--- src/rtl/wb_interconnect_decode.sv ---
// wb_interconnect_decode: routes one Wishbone classic initiator to one of N targets by address match
// Ports:
//   clock, reset      rising-edge clock, synchronous active-high reset
//   i_adr/i_dat_w/i_we/i_sel/i_cyc/i_stb   initiator request
//   i_dat_r/i_ack/i_err                    initiator response
//   t_adr/t_dat_w/t_we/t_sel               request broadcast to every target
//   t_cyc/t_stb                            per-target cycle/strobe, one-hot or zero
//   t_dat_r/t_ack/t_err                    per-target response, flattened
module wb_interconnect_decode #(
  parameter int N_TARGETS = 2,
  parameter int ADR_W = 32,
  parameter int DAT_W = 32,
  parameter logic [N_TARGETS*ADR_W-1:0] T_ADR_BASE = '0,
  parameter logic [N_TARGETS*ADR_W-1:0] T_ADR_MASK = '0,
  parameter int TIMEOUT = 256
) (
  input  logic                       clock,
  input  logic                       reset,
  input  logic [ADR_W-1:0]           i_adr,
  input  logic [DAT_W-1:0]           i_dat_w,
  output logic [DAT_W-1:0]           i_dat_r,
  input  logic                       i_cyc,
  input  logic                       i_stb,
  input  logic                       i_we,
  input  logic [DAT_W/8-1:0]         i_sel,
  output logic                       i_ack,
  output logic                       i_err,
  output logic [ADR_W-1:0]           t_adr,
  output logic [DAT_W-1:0]           t_dat_w,
  output logic                       t_we,
  output logic [DAT_W/8-1:0]         t_sel,
  input  logic [N_TARGETS*DAT_W-1:0] t_dat_r,
  output logic [N_TARGETS-1:0]       t_cyc,
  output logic [N_TARGETS-1:0]       t_stb,
  input  logic [N_TARGETS-1:0]       t_ack,
  input  logic [N_TARGETS-1:0]       t_err
);
  localparam logic [1:0] ST_IDLE = 2'd0;
  localparam logic [1:0] ST_ACTIVE = 2'd1;
  localparam logic [1:0] ST_ERR = 2'd2;
  localparam int CW = TIMEOUT > 1 ? $clog2(TIMEOUT) : 1;
  localparam logic [CW-1:0] TO_LAST = CW'(TIMEOUT > 0 ? TIMEOUT - 1 : 0);
  localparam logic [N_TARGETS-1:0] ONE = 1;
  logic [1:0] state;
  logic [N_TARGETS-1:0] sel_q, hit;
  logic [CW-1:0] to_cnt;
  logic [DAT_W-1:0] dat;
  logic active, req, ack_sel, err_sel, to_exp;
  assign t_adr = i_adr;
  assign t_dat_w = i_dat_w;
  assign t_we = i_we;
  assign t_sel = i_sel;
  assign active = state == ST_ACTIVE;
  assign req = i_cyc & i_stb;
  assign ack_sel = |(t_ack & sel_q);
  assign err_sel = |(t_err & sel_q);
  assign to_exp = TIMEOUT > 0 && to_cnt == TO_LAST;
  assign t_cyc = active ? sel_q & {N_TARGETS{req}} : '0;
  assign t_stb = t_cyc;
  assign i_ack = active & ack_sel;
  // a coinciding ack suppresses the timeout error; a target error always passes
  assign i_err = (state == ST_ERR) | (active & (err_sel | (to_exp & ~ack_sel)));
  assign i_dat_r = active ? dat : '0;
  // descending scan so the lowest matching index is written last and wins
  always_comb begin
    hit = '0;
    for (int k = N_TARGETS - 1; k >= 0; k--)
      if ((i_adr & T_ADR_MASK[k*ADR_W +: ADR_W]) == (T_ADR_BASE[k*ADR_W +: ADR_W] & T_ADR_MASK[k*ADR_W +: ADR_W])) hit = ONE << k;
  end
  always_comb begin
    dat = '0;
    for (int k = 0; k < N_TARGETS; k++) dat = dat | (sel_q[k] ? t_dat_r[k*DAT_W +: DAT_W] : '0);
  end
  always_ff @(posedge clock) begin
    if (reset) begin
      state <= ST_IDLE;
      sel_q <= '0;
      to_cnt <= '0;
    end else if (state == ST_IDLE) begin
      if (req) begin
        state <= |hit ? ST_ACTIVE : ST_ERR;
        sel_q <= |hit ? hit : sel_q;
        to_cnt <= '0;
      end
    end else if (active) begin
      to_cnt <= to_cnt + 1'b1;
      if (i_ack | i_err | ~i_cyc) state <= ST_IDLE;
    end else begin
      state <= ST_IDLE;
    end
  end
endmodule

--- config.mk ---
export PLATFORM = sky130hd
export DESIGN_NAME = wb_interconnect_decode
export DESIGN_NICKNAME = d
export VERILOG_FILES = /design/src/rtl/wb_interconnect_decode.sv
export SDC_FILE = /design/constraint.sdc
export NUM_CORES = 1
export LEC_CHECK = 0
export CORE_AREA = 3 3 94 96
export DETAILED_ROUTE_END_ITERATION = 7
export DIE_AREA = 0 0 97 99
export PLACE_DENSITY = 0.67
export SYNTH_ARGS = -nofsm -noshare
export SYNTH_HDL_FRONTEND = slang
export SYNTH_SLANG_ARGS = --single-unit
export TNS_END_PERCENT = 5
--- constraint.sdc ---
create_clock -name clock -period 2.1 [get_ports clock]
set_clock_uncertainty 0.05 [all_clocks]
set_input_delay 0.63 -clock clock [delete_from_list [all_inputs] [get_ports clock]]
set_output_delay 0.63 -clock clock [all_outputs]
set_load 0.02 [all_outputs]
==> results of run 1 <==
cells by family after synthesis:
kind of cell / share of synthesized area
AO/OA/AOI/OAI: 0.0685
XOR/XNOR: 0.0139
adder cells (fa/ha/maj): 0.00993
buffers and inverters: 0.464
flip-flops: 0.159
other: 0.00298
AND/OR/NAND/NOR: 0.282
cells in the final DEF (no fill, tap or decap), types with 3 or more instances in the layout:
| cell type | n |
|---|---|
| a21oi_1 | 3 |
| and3_4 | 3 |
| dlymetal6s2s_1 | 3 |
| buf_4 | 30 |
| nand2_1 | 6 |
| clkbuf_8 | 4 |
| dlygate4sd2_1 | 3 |
| nand4_1 | 4 |
| nor3_1 | 4 |
| buf_6 | 8 |
| and3_1 | 30 |
| nor2_1 | 3 |
| buf_2 | 13 |
| dfxtp_1 | 10 |
| clkdlybuf4s50_1 | 31 |
what timing repair did:
| action | 4_1_cts | 5_1_grt |
|---|---|---|
| pin swaps | 3 | 1 |
| setup endpoints to repair | 36 | 21 |
| gates resized for setup | 162 | 27 |
synth_stat cells:
cell       count  share of area
nand2_1        7          0.021
xor2_1         1         0.0070
a31o_2         2          0.014
o41ai_1        1         0.0070
ha_1           1         0.0099
nor2_1         4          0.012
o211ai_1       2          0.012
nand3b_1       2          0.012
or3_1          2         0.0099
o22ai_1        1         0.0050
inv_1          1         0.0030
clkbuf_1       8          0.024
conb_1         1         0.0030
o21ai_0        1         0.0040
buf_2          2         0.0079
dfxtp_1       10           0.16
a32o_1         1         0.0079
buf_4         72           0.43
a21oi_1        3          0.012
and3b_1        1         0.0070
nor3_1         5          0.020
nand4_4        1          0.017
xnor2_1        1         0.0070
o2111ai_1      1         0.0070
and3_1        33           0.16
nand4_1        4          0.020
through the flow:
step,setup slack [ns],setup TNS (ns),utilization,cells,power [W]
final,0.0109,0,0.206,285,0.000589
after global routing,-0.0158,-0.0158,0.206,285,0.000622
after CTS,-0.0125,-0.0125,0.196,285,0.000593
after detailed placement,-0.687,-15.80,0.206,281,0.000363
after global placement,-0.700,-15.73,0.206,281,0.000360
after floorplan,0.125,0,-,169,0.000448
cell type report:
class | instances | share of cell area
Timing Repair Buffer | 89 | 0.462
Multi-Input combinational cell | 76 | 0.305
Sequential cell | 10 | 0.119
Tap cell | 105 | 0.0784
Clock buffer | 4 | 0.0329
Inverter | 1 | 0.00224
power by group:
group	internal (W)	switching [W]
Combinational	0.0000909	0.0000658
Sequential	0.000194	0.00000284
Clock	0.000164	0.0000713
Total	0.000450	0.000140
worst min-delay path by stage:
stage / start / end / slack [ns] / cells after the start
floorplan: to_cnt[7] / to_cnt[7] / 0.39 / 1
finish: to_cnt[7] / to_cnt[7] / 0.42 / 1
detailed placement: to_cnt[7] / to_cnt[7] / 0.42 / 1
global route: to_cnt[7] / to_cnt[7] / 0.47 / 1
global placement: to_cnt[7] / to_cnt[7] / 0.41 / 1
CTS: to_cnt[7] / to_cnt[7] / 0.42 / 1
flip-flops by register name (all words and copies together) (netlist names):
register and flops:
to_cnt 8, sel_q 1, state 1
routing by layer:
layer	track usage	wire [um]	vias up
li1	-	-	521
met2	0.127	1770	81
met3	0.0545	640	34
met4	0.0356	165	0
met1	0.0765	1370	470
met5	0	0	-
==> metrics.txt, run 1 <==
vias 1106; Antenna Nets Post-Route 0; crit path launch t_dat_r[4]; P per Cell Area 352 nW/um^2; CP endpoint i_dat_r[4]; Setup Viol. Count Final 0; Crit path required time 1.42 ns; routed len/inst 13.8 um; Root Buffer clkbuf_8; global-route usage over all layers 0.0781; DP Area 1680 um^2; internal reg-to-reg setup slack 0.68 ns; clock latency on the worst-skew pair 0.23 ns; reg2reg start state[0]; DIE WIDTH 97 um; Post-CTS Setup Repair Bufs 0; initial antenna violation count 0; crit share post-route 0.995; area grow syn2layout 33.0%; area occupied by multi-input gates 510 um^2; final instance area 1680 um^2; post-synthesis cell type count 26; Worst Path Max Fanout 1; CTS H-tree lvls 1; total CTS buffers 3; Lkg Pwr 0.861 nW; Crit path max-delay family buffers and inverters; Reg clk slew, reported paths 0.05 ns; CP startpoint kind input port; WP buf/inv 2; Reg area 200 um^2; critical path arrival 1.41 ns; Seq/Total Area, Yosys 0.159; CP Capture Type primary output; RSZ-0062 raised after global routing true; core area 8130 um^2; starting density of the core 0.155; n_diodes 0; #FFs+latches synth 10; reg2reg path depth 5; post-DP HPWL 3210 um; slowest stage cell, crit path clkdlybuf4s50_1; Worst R2R End to_cnt[5]; clock sink total 10; port bufs 73; Fin. Hold Viols 0; fillers 902; post-synthesis cell area 1260 um^2; final wirelength 3950 um; Die H 99 um; Worst VDD drop 0.245 mV; Levels on crit path 3; GRT overflow 0; num rows 33; largest net degree at the start of global routing 38; Final min period 2.09 ns; Fmax 479 MHz; full die area 9600 um^2; # hold bufs at CTS 0; CP cell instances clkdlybuf4s50_1 -> and3_1 -> buf_6; worst hold slack 0.422 ns; ratio of cells with drive above 1 in the final layout 0.367; syn avg cell area 7.50 um^2; outcome complete, no violations; CTS tree built; slowest stage delay, CP 0.44 ns; crit path kind input port to primary output; 1st-pass router iterations 2; Vias/cell 3.88; Yosys warning count 0; Remaining DRCs 0; Synth Instances 168; Worst Hold Class flop to flop; routability cong. 0.758; global-route wire length before repair 6100 um; nets@finish 323; io pins 248; final slew viol count 0; Max-cap violations 0; maximum clock insertion buffer count 2; vias in the first global route 1187; initial DRC count 13
(Power assumes the default switching activity.)
==> inputs of run 2 (changes only) <==
Settings changed: CORE_AREA 3 3 94 96 to 2 2 95 97.
Clock period 2.1 ns to 1.7 ns, I/O delays scaled along.
==> metrics.txt, run 2 (synthesis results as in run 1) <==
outcome complete, but fails checks (was complete, no violations); failing checks negative setup slack; P per Cell Area 393 nW/um^2 (was 352 nW/um^2); Remaining DRCs 0 (unchanged); largest net degree at the start of global routing 30 (was 38); final wirelength 3740 um (was 3950 um); post-DP HPWL 3050 um (was 3210 um); n_diodes 0 (unchanged); Die H 99 um (unchanged); initial DRC count 45 (was 13); crit share post-route 1.08; Fin. Hold Viols 0 (unchanged); Max-cap violations 0 (unchanged); clock sink total 10 (unchanged); area occupied by multi-input gates 557 um^2 (was 510 um^2); vias 1164 (was 1106); fillers 923 (was 902); met1 WL 1230 um (was 1370 um); met3 routed WL 647 um (was 640 um); total CTS buffers 3 (unchanged); global-route usage over all layers 0.0773 (was 0.0781); crit path kind input port to primary output (unchanged); Reg area 209 um^2 (was 200 um^2); starting density of the core 0.147 (was 0.155); biggest regs to_cnt x8, sel_q x1, state x1 (unchanged); DP Area 1730 um^2 (was 1680 um^2); worst hold slack 0.495 ns (was 0.422 ns); Antenna Nets Post-Route 0 (unchanged); CTS H-tree lvls 1 (unchanged); GRT overflow 0 (unchanged); num rows 34 (was 33); maximum clock insertion buffer count 2 (unchanged); Worst Hold Class flop to flop (unchanged); 1st-pass router iterations 4 (was 2); RSZ-0062 raised after global routing true (unchanged); nets@finish 329 (was 323); Vias/cell 3.96 (was 3.88); Place WS -0.783 ns (was -0.687 ns); CTS tree built (unchanged); final instance area 1900 um^2 (was 1680 um^2); DIE WIDTH 97 um (unchanged); DR WL met2 1760 um (was 1770 um); ratio of cells with drive above 1 in the final layout 0.462 (was 0.367); initial antenna violation count 0 (unchanged); fin util 0.222 (was 0.206); port bufs 73 (unchanged); final setup margin -0.132 ns (was 0.0109 ns); critical path arrival 1.27 ns (was 1.41 ns); Lkg Pwr 0.979 nW (was 0.861 nW); vias in the first global route 1208 (was 1187); register name with the most flops to_cnt (unchanged); Hold Path Cell Cnt 2 (was 1); reg2reg path depth 5 (unchanged); full die area 9600 um^2 (unchanged); core area 8550 um^2 (was 8130 um^2); CP Capture Type primary output (unchanged); top routing layer in use met4 (unchanged); Root Buffer clkbuf_8 (unchanged); area grow syn2layout 50.5% (was 33.0%); final slew viol count 0 (unchanged); Worst VDD drop 0.236 mV (was 0.245 mV); global-route wire length before repair 5900 um (was 6100 um); Final Power 0.000745 W (was 0.000589 W); Fmax 546 MHz; io pins 248 (unchanged); Worst Path Max Fanout 1 (unchanged); routed len/inst 12.7 um (was 13.8 um); clock latency on the worst-skew pair 0.24 ns (was 0.23 ns); Reg clk slew, reported paths 0.05 ns (about the same); # hold bufs at CTS 0 (unchanged); Final min period 1.83 ns; Crit path required time 1.14 ns (was 1.42 ns); CP startpoint kind input port (unchanged); Largest register FFs 8 (unchanged); routability cong. 0.732 (was 0.758); Setup Viol. Count Final 16 (was 0); most frequent cells in the layout buf_6, and3_1, buf_4, dlygate4sd2_1, clkdlybuf4s50_1 (was clkdlybuf4s50_1, and3_1, buf_4, buf_2, dfxtp_1); most common cell after layout, fill and taps aside buf_6 (was clkdlybuf4s50_1)
## run 2: cell count changes in the layout (fill, tap and decap cells not counted), sizes merged
cell	delta
clkdlybuf4s50	-18
dlymetal6s2s	+3
clkdlybuf4s15	+1
dlygate4sd2	+14
buf	+6
## run 2: final timing paths
path,startpoint,end,slack [ns]
max,t_dat_r[7],i_dat_r[7],-0.13
min,to_cnt[7],to_cnt[7],0.50
max reg2reg,state[0],to_cnt[5],0.23
min reg2reg,to_cnt[7],to_cnt[7],0.50
## run 2: critical path: stages
cell and delay, ns:
clkdlybuf4s50_1 0.46, and3_1 0.18, buf_6 0.12
## run 2: report_power, final
group	internal, W	switching (W)	total (W)
Sequential	0.000241	0.00000673	0.000248
Clock	0.000204	0.0000971	0.000301
Combinational	0.000113	0.0000834	0.000196
Total	0.000558	0.000187	0.000745
## run 2: metal layers
| metal | vias up | GRT usage |
|---|---|---|
| li1 | 532 | - |
| met1 | 510 | 0.0731 |
| met2 | 104 | 0.128 |
| met3 | 18 | 0.0525 |
| met4 | 0 | 0.0401 |
| met5 | - | 0 |
## run 2: repair_timing
item / CTS / global route
pin swaps: 14 / 9
endpoints found under the setup margin: 36 / 33
resized for setup: 239 / 22
setup buffers: 1 / 1
## run 2: final cells by class
| type | instances | area share |
|---|---|---|
| multi-input cells | 76 | 0.294 |
| repair buffers | 95 | 0.494 |
| well taps | 108 | 0.0712 |
| inverters | 1 | 0.00198 |
| clock buffers | 4 | 0.0290 |
| flip-flops and latches | 10 | 0.110 |
## run 2: stage by stage
step           setup TNS [ns]  std cells
4_1_cts                 -2.02        293
5_1_grt                 -2.48        294
6_report                -1.38        294
2_1_floorplan        -0.00711        169
3_5_place_dp           -21.45        289
3_3_place_gp           -21.25        289
